## config.mk

```make
export PLATFORM = sky130hd
export DESIGN_NAME = uart_msg_rx
export DESIGN_NICKNAME = d
export VERILOG_FILES = /design/src/rtl/uart_pkg.sv /design/src/rtl/uart_sync.sv /design/src/rtl/uart_msg_rx.sv
export SDC_FILE = /design/constraint.sdc
export NUM_CORES = 1
export LEC_CHECK = 0
export CORE_ASPECT_RATIO = 0.8
export CORE_MARGIN = 10
export CORE_UTILIZATION = 45
export CTS_CLUSTER_DIAMETER = 60
export DETAILED_ROUTE_END_ITERATION = 8
export PLACE_DENSITY = 0.67
export SYNTH_ARGS = -nofsm -noshare
export SYNTH_HDL_FRONTEND = slang
export SYNTH_SLANG_ARGS = --single-unit
```

## constraint.sdc

```tcl
create_clock -name clk -period 2.1 [get_ports clk]
set_clock_uncertainty 0.05 [all_clocks]
set_input_delay 0.525 -clock clk [delete_from_list [all_inputs] [get_ports clk]]
set_output_delay 0.525 -clock clk [all_outputs]
set_load 0.01 [all_outputs]
```

## src/rtl/uart_pkg.sv

```systemverilog
// uart_pkg: shared types and constants for the radio-link UART (receiver and transmitter).
// Latency: n/a (definitions only).
// Backpressure: n/a.
package uart_pkg;

  localparam int UART_DATA_BITS    = 8;
  // 10 MHz system clock / 9600 baud
  localparam int UART_CLKS_PER_BIT = 1042;

  typedef enum logic [2:0] {
    IDLE,
    START,
    DATA,
    PARITY,
    STOP,
    WAIT_HIGH
  } uart_rx_state_t;

endpackage

```

## src/rtl/uart_sync.sv

```systemverilog
// uart_sync: N-flop synchronizer for asynchronous pins, with a selectable reset value.
// Latency: STAGES clocks from d_i to q_o.
// Backpressure: none; samples every clock.
// Ports: clk, nRst (async active-low), rst_val_i (value loaded into every flop on reset),
//        d_i (asynchronous input), q_o (synchronized output).
module uart_sync #(
  parameter int STAGES = 2
) (
  input  logic clk,
  input  logic nRst,
  input  logic rst_val_i,
  input  logic d_i,
  output logic q_o
);

  logic [STAGES-1:0] sync_q;

  always_ff @(posedge clk or negedge nRst) begin
    if (!nRst) begin
      sync_q <= {STAGES{rst_val_i}};
    end else begin
      sync_q <= {sync_q[STAGES-2:0], d_i};
    end
  end

  assign q_o = sync_q[STAGES-1];

endmodule

```

## src/rtl/uart_msg_rx.sv

```systemverilog
// uart_msg_rx: 8N1 serial receiver (8E1 when UART_RX_PARITY_EN is defined) holding one byte for the game logic.
// Latency: rx_valid / error pulses 1 clock after the stop-bit mid-sample (~9.5 bits + SYNC_STAGES + 1 clocks after the start edge).
// Backpressure: none on the line; an unacknowledged byte is overwritten by the next one and overrun pulses.
// Ports: clk, nRst (async active-low), rx_serial (async line, idle high), msg_ack (clears rx_valid),
//        rx_data/rx_valid (held byte), busy (frame in progress), framing_error/parity_error/overrun (1-clock pulses).
module uart_msg_rx
  import uart_pkg::*;
#(
  parameter int CLKS_PER_BIT = UART_CLKS_PER_BIT,
  parameter int SYNC_STAGES  = 2
) (
  input  logic                      clk,
  input  logic                      nRst,
  input  logic                      rx_serial,
  input  logic                      msg_ack,
  output logic [UART_DATA_BITS-1:0] rx_data,
  output logic                      rx_valid,
  output logic                      busy,
  output logic                      framing_error,
  output logic                      parity_error,
  output logic                      overrun
);

  localparam int             CW   = $clog2(CLKS_PER_BIT);
  localparam logic [CW-1:0]  FULL = CW'(CLKS_PER_BIT - 1);
  localparam logic [CW-1:0]  HALF = CW'(CLKS_PER_BIT / 2 - 1);
  localparam logic [2:0]     LAST = 3'(UART_DATA_BITS - 1);

  logic rx_s;

  uart_sync #(.STAGES(SYNC_STAGES)) u_sync (
    .clk       (clk),
    .nRst      (nRst),
    .rst_val_i (1'b1),
    .d_i       (rx_serial),
    .q_o       (rx_s)
  );

  // The synchronizer comes out of reset holding 1s, so a line held low through
  // reset release would look like a falling edge. prime_q marks when the chain
  // carries real line samples; rx_prev_q only starts tracking rx_s after that,
  // so a start edge needs the line to have actually been seen high.
  logic [SYNC_STAGES-1:0] prime_q;
  logic                   rx_prev_q;

  uart_rx_state_t            state_q, state_d;
  logic [CW-1:0]             cnt_q, cnt_d;
  logic [2:0]                idx_q, idx_d;
  logic [UART_DATA_BITS-1:0] shreg_q, shreg_d;
  logic [UART_DATA_BITS-1:0] data_q, data_d;
  logic                      valid_q, valid_d;
  logic                      fe_q, fe_d;
  logic                      ov_q, ov_d;
`ifdef UART_RX_PARITY_EN
  logic                      par_err_q, par_err_d;
  logic                      pe_q, pe_d;
`endif

  logic tick;
  assign tick = (cnt_q == '0);

  // State register
  always_ff @(posedge clk or negedge nRst) begin
    if (!nRst) begin
      prime_q   <= '0;
      rx_prev_q <= 1'b0;
      state_q   <= IDLE;
      cnt_q     <= '0;
      idx_q     <= '0;
      shreg_q   <= '0;
      data_q    <= '0;
      valid_q   <= 1'b0;
      fe_q      <= 1'b0;
      ov_q      <= 1'b0;
`ifdef UART_RX_PARITY_EN
      par_err_q <= 1'b0;
      pe_q      <= 1'b0;
`endif
    end else begin
      prime_q   <= {prime_q[SYNC_STAGES-2:0], 1'b1};
      rx_prev_q <= rx_s & prime_q[SYNC_STAGES-1];
      state_q   <= state_d;
      cnt_q     <= cnt_d;
      idx_q     <= idx_d;
      shreg_q   <= shreg_d;
      data_q    <= data_d;
      valid_q   <= valid_d;
      fe_q      <= fe_d;
      ov_q      <= ov_d;
`ifdef UART_RX_PARITY_EN
      par_err_q <= par_err_d;
      pe_q      <= pe_d;
`endif
    end
  end

  // Next-state logic
  always_comb begin
    state_d = state_q;
    cnt_d   = cnt_q;
    idx_d   = idx_q;
    shreg_d = shreg_q;
    data_d  = data_q;
    valid_d = valid_q;
    fe_d    = 1'b0;
    ov_d    = 1'b0;
`ifdef UART_RX_PARITY_EN
    par_err_d = par_err_q;
    pe_d      = 1'b0;
`endif

    // Bit timer runs only while a frame is being timed; reload instead of wrapping.
    if (state_q != IDLE && state_q != WAIT_HIGH) begin
      cnt_d = tick ? FULL : cnt_q - CW'(1);
    end

    if (msg_ack && valid_q) begin
      valid_d = 1'b0;
    end

    case (state_q)
      IDLE: begin
        if (rx_prev_q && !rx_s) begin
          state_d = START;
          cnt_d   = HALF;
        end
      end
      START: begin
        if (tick) begin
          if (!rx_s) begin
            state_d = DATA;
            idx_d   = '0;
          end else begin
            state_d = IDLE;
          end
        end
      end
      DATA: begin
        if (tick) begin
          shreg_d = {rx_s, shreg_q[UART_DATA_BITS-1:1]};
          idx_d   = idx_q + 3'd1;
          if (idx_q == LAST) begin
`ifdef UART_RX_PARITY_EN
            state_d = PARITY;
`else
            state_d = STOP;
`endif
          end
        end
      end
`ifdef UART_RX_PARITY_EN
      PARITY: begin
        if (tick) begin
          par_err_d = rx_s ^ (^shreg_q);
          state_d   = STOP;
        end
      end
`endif
      STOP: begin
        if (tick) begin
          if (!rx_s) begin
            fe_d    = 1'b1;
            state_d = WAIT_HIGH;
`ifdef UART_RX_PARITY_EN
          end else if (par_err_q) begin
            pe_d    = 1'b1;
            state_d = IDLE;
`endif
          end else begin
            // Commit overrides a same-cycle ack; overrun only if the old byte was never taken.
            data_d  = shreg_q;
            valid_d = 1'b1;
            ov_d    = valid_q && !msg_ack;
            state_d = IDLE;
          end
        end
      end
      WAIT_HIGH: begin
        if (rx_s) begin
          state_d = IDLE;
        end
      end
      default: state_d = IDLE;
    endcase
  end

  // Outputs
  always_comb begin
    busy = (state_q != IDLE);
  end

  assign rx_data       = data_q;
  assign rx_valid      = valid_q;
  assign framing_error = fe_q;
  assign overrun       = ov_q;
`ifdef UART_RX_PARITY_EN
  assign parity_error  = pe_q;
`else
  assign parity_error  = 1'b0;
`endif

endmodule

```

==> results, run 1 <==
- The die covers 0.00740 mm2.
- The flow ran to the end, and the final reports show no timing, DRC or antenna violations.
- The worst path needs 1.90 ns of the cycle, external delays included.
- Synthesis inferred 41 register bits.
- STA classifies the critical path startpoint as a flop.
- The tree is rooted in a clkbuf_8.
- The number of top-level pins is 17.
- The detailed-routing iteration count for the pre-antenna-repair pass is 4.
- Dividing total power by cell area gives a power density of 1050 mW/mm2.
- The setup TNS is 0 ns.
- Combinational cells account for 30.3% of the total power.
- The highest attainable clock frequency is 528 MHz.
- The post-cts sizing count is 0.
- The most used flip-flop cell after synthesis is dfrtp_1.
- The level count of the clock H-tree is 2.
- The finished cells cover 0.00231 mm2.
- The synthesis-to-layout area growth is 18.2%.
- The slack of the worst reg-to-reg path is 0.20 ns.
- TritonCTS built the clock tree.
- The total nets after synthesis is 164.
- The type of the worst setup path is reg2reg.
- In the final routed layout, each cell accounts on average for 15.7 um.
- The via count of the first global-routing pass is 1,440.
- The tool flagged a number of max-cap violations equal to 0.
- Internal power comes to 1610 uW.
- Summed over all cells, the static leakage comes to 0.00104 uW.
- The number of instances in the synthesized netlist is 156.
- For this run, the post-layout net count is 186.
- The count of buffers inserted at the top-level ports is 15.
- The fraction of the yosys area taken by sequential cells is 52.6%.
- The global-route wire length before repair is 6690 um.
- The number of antenna violations at the first check in global routing was 0.
- The clock transition at the registers of the reported paths is 0.07 ns.
- The number of fillers in the final layout is 349.
- The critical path goes through inv_1, ha_1, nor2b_2, and3_4, nand3_4, mux2_2.
- The via count of the routed design is 1,298.
- Of the total power, the clock network draws 26.3%.
- The placeable core region is 0.00418 mm2.
- The final worst-path cycle share is 90.3%.
- The number of setup buffers added after CTS is 0.
- After clock tree synthesis, the flow added hold-fix buffers numbering 0.
- The initial cell density of the core is 46.8%.
- The number of DRC markers in iteration 0 is 72.
- The total routing resource utilization after global routing is 10.9%.
- The number of nets still failing antenna checks after routing is 0.
- The cell area that synthesis handed to floorplanning was 0.00195 mm2.
- The sequential fraction of design power is 43.4%.
- In this run the cell area measured after placement is 0.00219 mm2.
- Summing all flip-flop and latch instances after layout gives 0.00103 mm2.
- The share of synthesized area in the top cell type comes to 49.9%.
- The tightest slew margin relative to the limit is 65.4%.
- The total of endpoints with negative setup slack in the final report is 0.
- The maximum count of clock buffers along a single path is 2.
- Counting every sink on the clock net gives 41.
- The HPWL reported at the end of detailed placement is 2860 um.
- The critical path endpoint category is a flop.
- In this run the worst hold path is classified as in2async.
- The number of endpoints with negative hold slack in the final report is 0.
- The overall die width is 93.7 um.
- The worst supply voltage drop on vdd is 0.000513 V.
- The row count is 21.
- After synthesis, the mean cell area works out to 12.5 um2.
- The number of buffers inserted during clock tree synthesis is 5.
- The final max-slew violation count is 0.
- The data required time at the worst endpoint is 2.22 ns.
- Ranked by total cell area, the synthesized netlist is headed by dfrtp_1, mux2_2, dfstp_2.
- At the pin with the least slew margin, the transition time is 0.519 ns.
- In this run, distinct cell masters in the synthesized netlist total 47.
- The share of synthesized flip-flops with an asynchronous set or reset is 100%.
- The top cell type by total area after synthesis is dfrtp_1.
- The highest-delay cell along the critical path is dfrtp_1.
- The number of enable-type register cells in the synthesized netlist is 0.
- After global routing the overflow that remains totals 0.
- The multi-input combinational cells in the finished layout cover a total of 871 um2.
- Entering global routing, the biggest net connects 23 pins.
- The detailed-route wire length is 3710 um.
- The post-detailed-route via-to-cell ratio is 5.50.
- 0 antenna diodes ended up in the layout.
- The biggest fanout along the worst timing path is 10.
- After detailed routing, the number of remaining DRC violations is 0.
- Net switching is 33.8% of the power.
- After layout, the design draws a total of 2420 uW.
- At the end of routability-driven placement, the weighted congestion stood at 0.865.
- Final hold analysis gives a worst-case slack of 0.162 ns.
- At the worst endpoint, the arrival time is 2.01 ns.
- The net switching power is 818 uW.
- Setup repair after global routing left no endpoint under its margin.
- The stage delay of the slowest cell on the critical path is 0.44 ns.
- The die height is 78.9 um.
- In the final layout, the share of cells above drive strength 1 is 27.4%.
- At the later pin of the worst-skew pair, clock insertion delay measures 0.28 ns.
- The Yosys warning count is 0.
-- metal layers --
metal	share of wire, %	global-route usage, %	up-vias
met1	43	12.1	634
met4	1.9	4.39	0
met5	0	0	-
met3	6.4	4.04	8
li1	-	-	616
met2	49	18.6	40
-- synthesized netlist by cell type, types with 3 or more instances --
library cell,count
o21ai_0,3
o31ai_1,3
xor2_1,5
o32ai_1,3
inv_1,5
nor3_1,3
dfrtp_1,39
ha_1,4
nand2b_1,3
nand2_1,4
nor2_1,13
mux2_2,17
buf_4,4
o211ai_1,4
nand3_4,3
a21oi_1,3
-- power groups by stage --
stage | clock network, uW | logic [uW] | registers [uW]
4_1_cts | 657 | 738 | 1050
2_1_floorplan | 0 | 568 | 1020
6_report | 639 | 734 | 1050
3_5_place_dp | 0 | 738 | 1060
5_1_grt | 697 | 819 | 1060
3_3_place_gp | 0 | 699 | 1050
-- flip-flops by register name (all words and copies together), names as in the netlist --
register / flops
rx_valid: 1
state_q: 3
cnt_q: 11
rx_prev_q: 1
idx_q: 3
rx_data: 8
shreg_q: 8
framing_error: 1
overrun: 1
prime_q: 2
u_sync.sync_q: 2
-- kinds of logic after synthesis --
| group | synth area share (%) |
|---|---|
| other cells | 0.384 |
| fa+ha+maj | 2.56 |
| buf+inv | 2.94 |
| xor+xnor | 3.65 |
| flops | 52.6 |
| mux | 10.3 |
| simple gates | 16.5 |
| compound gates | 11.0 |
-- worst max-delay path, delay by kind of cell (launching register included) --
| family | cells | cell delay [ns] |
|---|---|---|
| buffers and inverters | 1 | 0.12 |
| flip-flops | 1 | 0.44 |
| adder cells (fa/ha/maj) | 1 | 0.17 |
| AND/OR/NAND/NOR | 3 | 0.67 |
| multiplexers | 1 | 0.31 |
-- cell usage in the layout (no fill, tap or decap), types with 2 or more instances in the layout --
cell / instances
a22o_1: 2
nand2b_1: 3
a21oi_1: 3
and3_2: 2
o32ai_1: 3
nand2_1: 4
nand3_4: 3
o2111ai_1: 2
dfrtp_1: 39
inv_1: 5
a41oi_1: 2
conb_1: 2
clkbuf_8: 6
o31ai_1: 3
buf_4: 5
nand3_1: 2
clkdlybuf4s50_1: 13
mux2_2: 17
a31oi_1: 2
o211ai_1: 4
or2_2: 2
nor2_1: 13
xor2_1: 5
ha_1: 4
nor3_1: 3
dfstp_2: 2
o21ai_0: 3
-- path summary, 6_finish.rpt --
path | from | endpoint | cells past startpoint
min in group clk | u_sync.sync_q[0]$_DFF_PN1_ | u_sync.sync_q[1]$_DFF_PN1_ | 0
max in group asynchronous | nRst | u_sync.sync_q[1]$_DFF_PN1_ | 2
hold reg to reg | u_sync.sync_q[0]$_DFF_PN1_ | u_sync.sync_q[1]$_DFF_PN1_ | 0
hold / removal | nRst | cnt_q[2]$_DFF_PN0_ | 1
setup / recovery | cnt_q[0]$_DFF_PN0_ | rx_data[2]$_DFFE_PN0P_ | 6
setup reg to reg | cnt_q[0]$_DFF_PN0_ | rx_data[2]$_DFFE_PN0P_ | 6
-- layout make-up --
cell class	count	area share, %
Clock buffer	7	3.74
Inverter	5	0.812
Sequential cell	41	44.5
Timing Repair Buffer	21	8.88
Clock inverter	1	1.30
Multi-Input combinational cell	104	37.7
Tap cell	57	3.09
-- metrics by stage --
stage | instances | setup WS [ns] | utilization [%]
after floorplan | 156 | 0.335 | -
after global placement | 228 | 0.238 | 52.4
after detailed placement | 228 | 0.104 | 52.4
after CTS | 236 | 0.0115 | 55.2
after global routing | 236 | 0.118 | 55.3
final | 236 | 0.204 | 55.3
Note: power is estimated with default switching activity, not from simulation.
==> run 2, diff against run 1 <==
--- a/config.mk
+++ b/config.mk
@@ -7,10 +7,10 @@
 export LEC_CHECK = 0
 export CORE_ASPECT_RATIO = 0.8
 export CORE_MARGIN = 10
-export CORE_UTILIZATION = 45
+export CORE_UTILIZATION = 56
 export CTS_CLUSTER_DIAMETER = 60
 export DETAILED_ROUTE_END_ITERATION = 8
-export PLACE_DENSITY = 0.67
+export PLACE_DENSITY = 0.8
 export SYNTH_ARGS = -nofsm -noshare
 export SYNTH_HDL_FRONTEND = slang
 export SYNTH_SLANG_ARGS = --single-unit
==> results, run 2 (synthesis gave the netlist of run 1 again) <==
- The flow ran to the end, and the final reports show no timing, DRC or antenna violations.
- The total of max-cap violations is 0.
- The overall die width is 86.1 um.
- The number of nets still failing antenna checks after routing is 0.
- Excluding fillers, the count of instances in the completed layout stands at 221.
- The final max-slew violation count is 0.
- The largest delay contributor family on the critical path is simple AND/OR/NAND/NOR gates.
- The share of post-route cells with drive strength above 1 is 27.9%.
- The final weighted congestion in routability-driven placement is 0.890.
- The level count of the clock H-tree is 2.
- The detailed router placed 1,259 vias in this run.
- The library cells used most frequently in the layout, excluding fill and tap cells, are dfrtp_1, mux2_2, nor2_1, clkdlybuf4s50_1.
- The number of fillers in the final layout is 269.
- The total of endpoints with negative setup slack in the final report is 0.
- The number of setup buffers added after CTS is 0.
- For this configuration, the core starts out at a cell density of 57.5%.
- The die area is 0.00627 mm2.
- The worst supply voltage drop on vdd is 0.000506 V.
- The tightest hold path in the finished design has a slack of 0.113 ns.
- The leftover overflow at the end of global routing is 0.
- The total placed cells including tap cells is 213.
- For this run, the total global-route usage over all layers was measured as 12.5%.
- Counting cells, the worst reg-to-reg path comes to 4.
- The analysis attributes to cell leakage a power of 0.00102 uW.
- The number of buffers inserted during clock tree synthesis is 5.
- The highest-delay cell along the critical path is nor4_4.
- Dividing total power by cell area gives a power density of 1010 mW/mm2.
- The number of hold-repair buffers added at the cts stage is 0.
- The tightest min-delay check is of the in2async type.
- The detailed-route wire length is 3560 um.
- At the end of the flow, the number of nets in the layout was 186.
- The post-detailed-route via-to-cell ratio is 5.70.
- The clock latency on the worst-skew pair is 0.30 ns.
- The worst path uses 90.2% of the clock period.
- The startpoint of the worst register-to-register path is cnt_q[8]$_DFF_PN0_.
- The number of antenna violations at the first check in global routing is 0.
- Walking the worst path, the cells encountered are nor4_4, and3_4, nand3_4, mux2_2.
- The count of buffers inserted at the top-level ports is 15.
- The kind of start point of the critical path is a flop.
- The via count of the first global-routing pass is 1,295.
- The data required time at the worst endpoint is 2.23 ns.
- The region available for standard cell placement spans 0.00340 mm2.
- TritonCTS built the clock tree.
- The endpoint of the lowest-slack register-to-register path is rx_data[4]$_DFFE_PN0P_.
- The critical path contains buffers and inverters numbering 0 combined.
- The routed design could run at a clock period as short as 1.89 ns.
- The master cell of the clock root buffer is clkbuf_8.
- The number of flip-flops in the largest register is 11.
- The number of top-level pins is 17.
- The average wire per standard cell is 16.1 um.
- The number of antenna cells inserted is 0.
- The type of the worst setup path is reg2reg.
- In the post-route analysis, the smallest setup slack over all paths is 0.206 ns.
- For this run, design rule violations remaining after detail routing come to 0.
- The highest attainable clock frequency is 528 MHz.
- The biggest fanout along the worst timing path is 10.
- The slack of the worst reg-to-reg path is 0.21 ns.
- Summed over all nets, the half-perimeter wirelength after detailed placement is 2690 um.
- The detailed-routing iteration count for the pre-antenna-repair pass is 4.
- The area growth from synthesis to layout is 15.6%.
- Setup repair after global routing left no endpoint under its margin.
- The global-route wire length before repair is 6230 um.
- In the final timing run, aggregate negative setup slack is 0 ns.
- Leaving out fill and tap cells, the most frequent cell in the layout is dfrtp_1.
- The number of endpoints with negative hold slack in the final report came to 0.
- The row count is 19.
- On the worst path, the slowest cell contributes a delay of 0.50 ns.
- STA puts the critical path data arrival time at 2.03 ns.
- Counting flops per register, the top entry is cnt_q.
- The die height is 72.8 um.
- The largest net degree at the start of global routing is 24.
- The setup slack after placement is 0.102 ns.
- Counting every sink on the clock net gives 41.
- After clock tree synthesis, the clock-pin slew on the worst setup and hold paths is 0.08 ns.
- The worst setup path is captured at a flop.
- The clock passes through at most 2 buffers.
- The number of DRC markers in iteration 0 is 169.
[run 2: cell types whose count changed in the layout (fill, tap and decap cells not counted)]
cell,before,now
clkinvlp_4,0,1
clkinv_2,0,2
dlygate4sd2_1,0,1
bufinv_16,1,0
dlymetal6s2s_1,1,0
clkbuf_1,1,0
clkbuf_8,6,5
[run 2: power by group]
| group | internal, uW | switching (uW) | total, uW |
|---|---|---|---|
| registers | 902 | 148 | 1050 |
| logic | 312 | 418 | 730 |
| clock network | 229 | 270 | 499 |
[run 2: timing repair]
action                                  4_1_cts  5_1_grt
gates resized for setup                       1        1
cloned                                        0        0
endpoints found under the setup margin        1        2
[run 2: worst reg2reg max path, cell delays in order (launching register included)]
cell and delay (ns):
dfrtp_1 0.44, nor4_4 0.50, and3_4 0.31, nand3_4 0.16, mux2_2 0.32
[run 2: routing by layer]
metal / GRT usage, % / routed length (um) / vias to the layer above
li1: - / - / 617
met1: 16.2 / 1590 / 609
met2: 18.7 / 1700 / 26
met3: 4.24 / 211 / 7
met4: 4.93 / 59 / 0
met5: 0 / 0 / -
[run 2: area by class of cell]
type	instances	area, um2	area share, %
clock buffer	5	68.8	3.05
clock inverter	3	17.5	0.776
inverter	5	18.8	0.831
multi-input combinational	104	871	38.6
sequential	41	1030	45.5
tap	42	52.6	2.33
timing repair buffer	21	201	8.92
[run 2: worst max path at each step]
stage / to / cells past startpoint / startpoint
5_1_grt: rx_data[4]$_DFFE_PN0P_ / 6 / cnt_q[1]$_DFF_PN0_
6_report: rx_data[4]$_DFFE_PN0P_ / 4 / cnt_q[8]$_DFF_PN0_
3_5_place_dp: rx_data[6]$_DFFE_PN0P_ / 6 / cnt_q[0]$_DFF_PN0_
2_1_floorplan: idx_q[0]$_DFFE_PN0P_ / 6 / cnt_q[0]$_DFF_PN0_
4_1_cts: rx_data[0]$_DFFE_PN0P_ / 6 / cnt_q[1]$_DFF_PN0_
3_3_place_gp: rx_data[1]$_DFFE_PN0P_ / 6 / cnt_q[0]$_DFF_PN0_
[run 2: stage by stage]
step / cell area, um2 / power [uW] / util [%]
after floorplan: 1950 / 1590 / -
after global placement: 2170 / 1750 / 63.9
after detailed placement: 2170 / 1790 / 63.9
after CTS: 2260 / 2280 / 66.4
after global routing: 2260 / 2430 / 66.4
final: 2260 / 2280 / 66.4
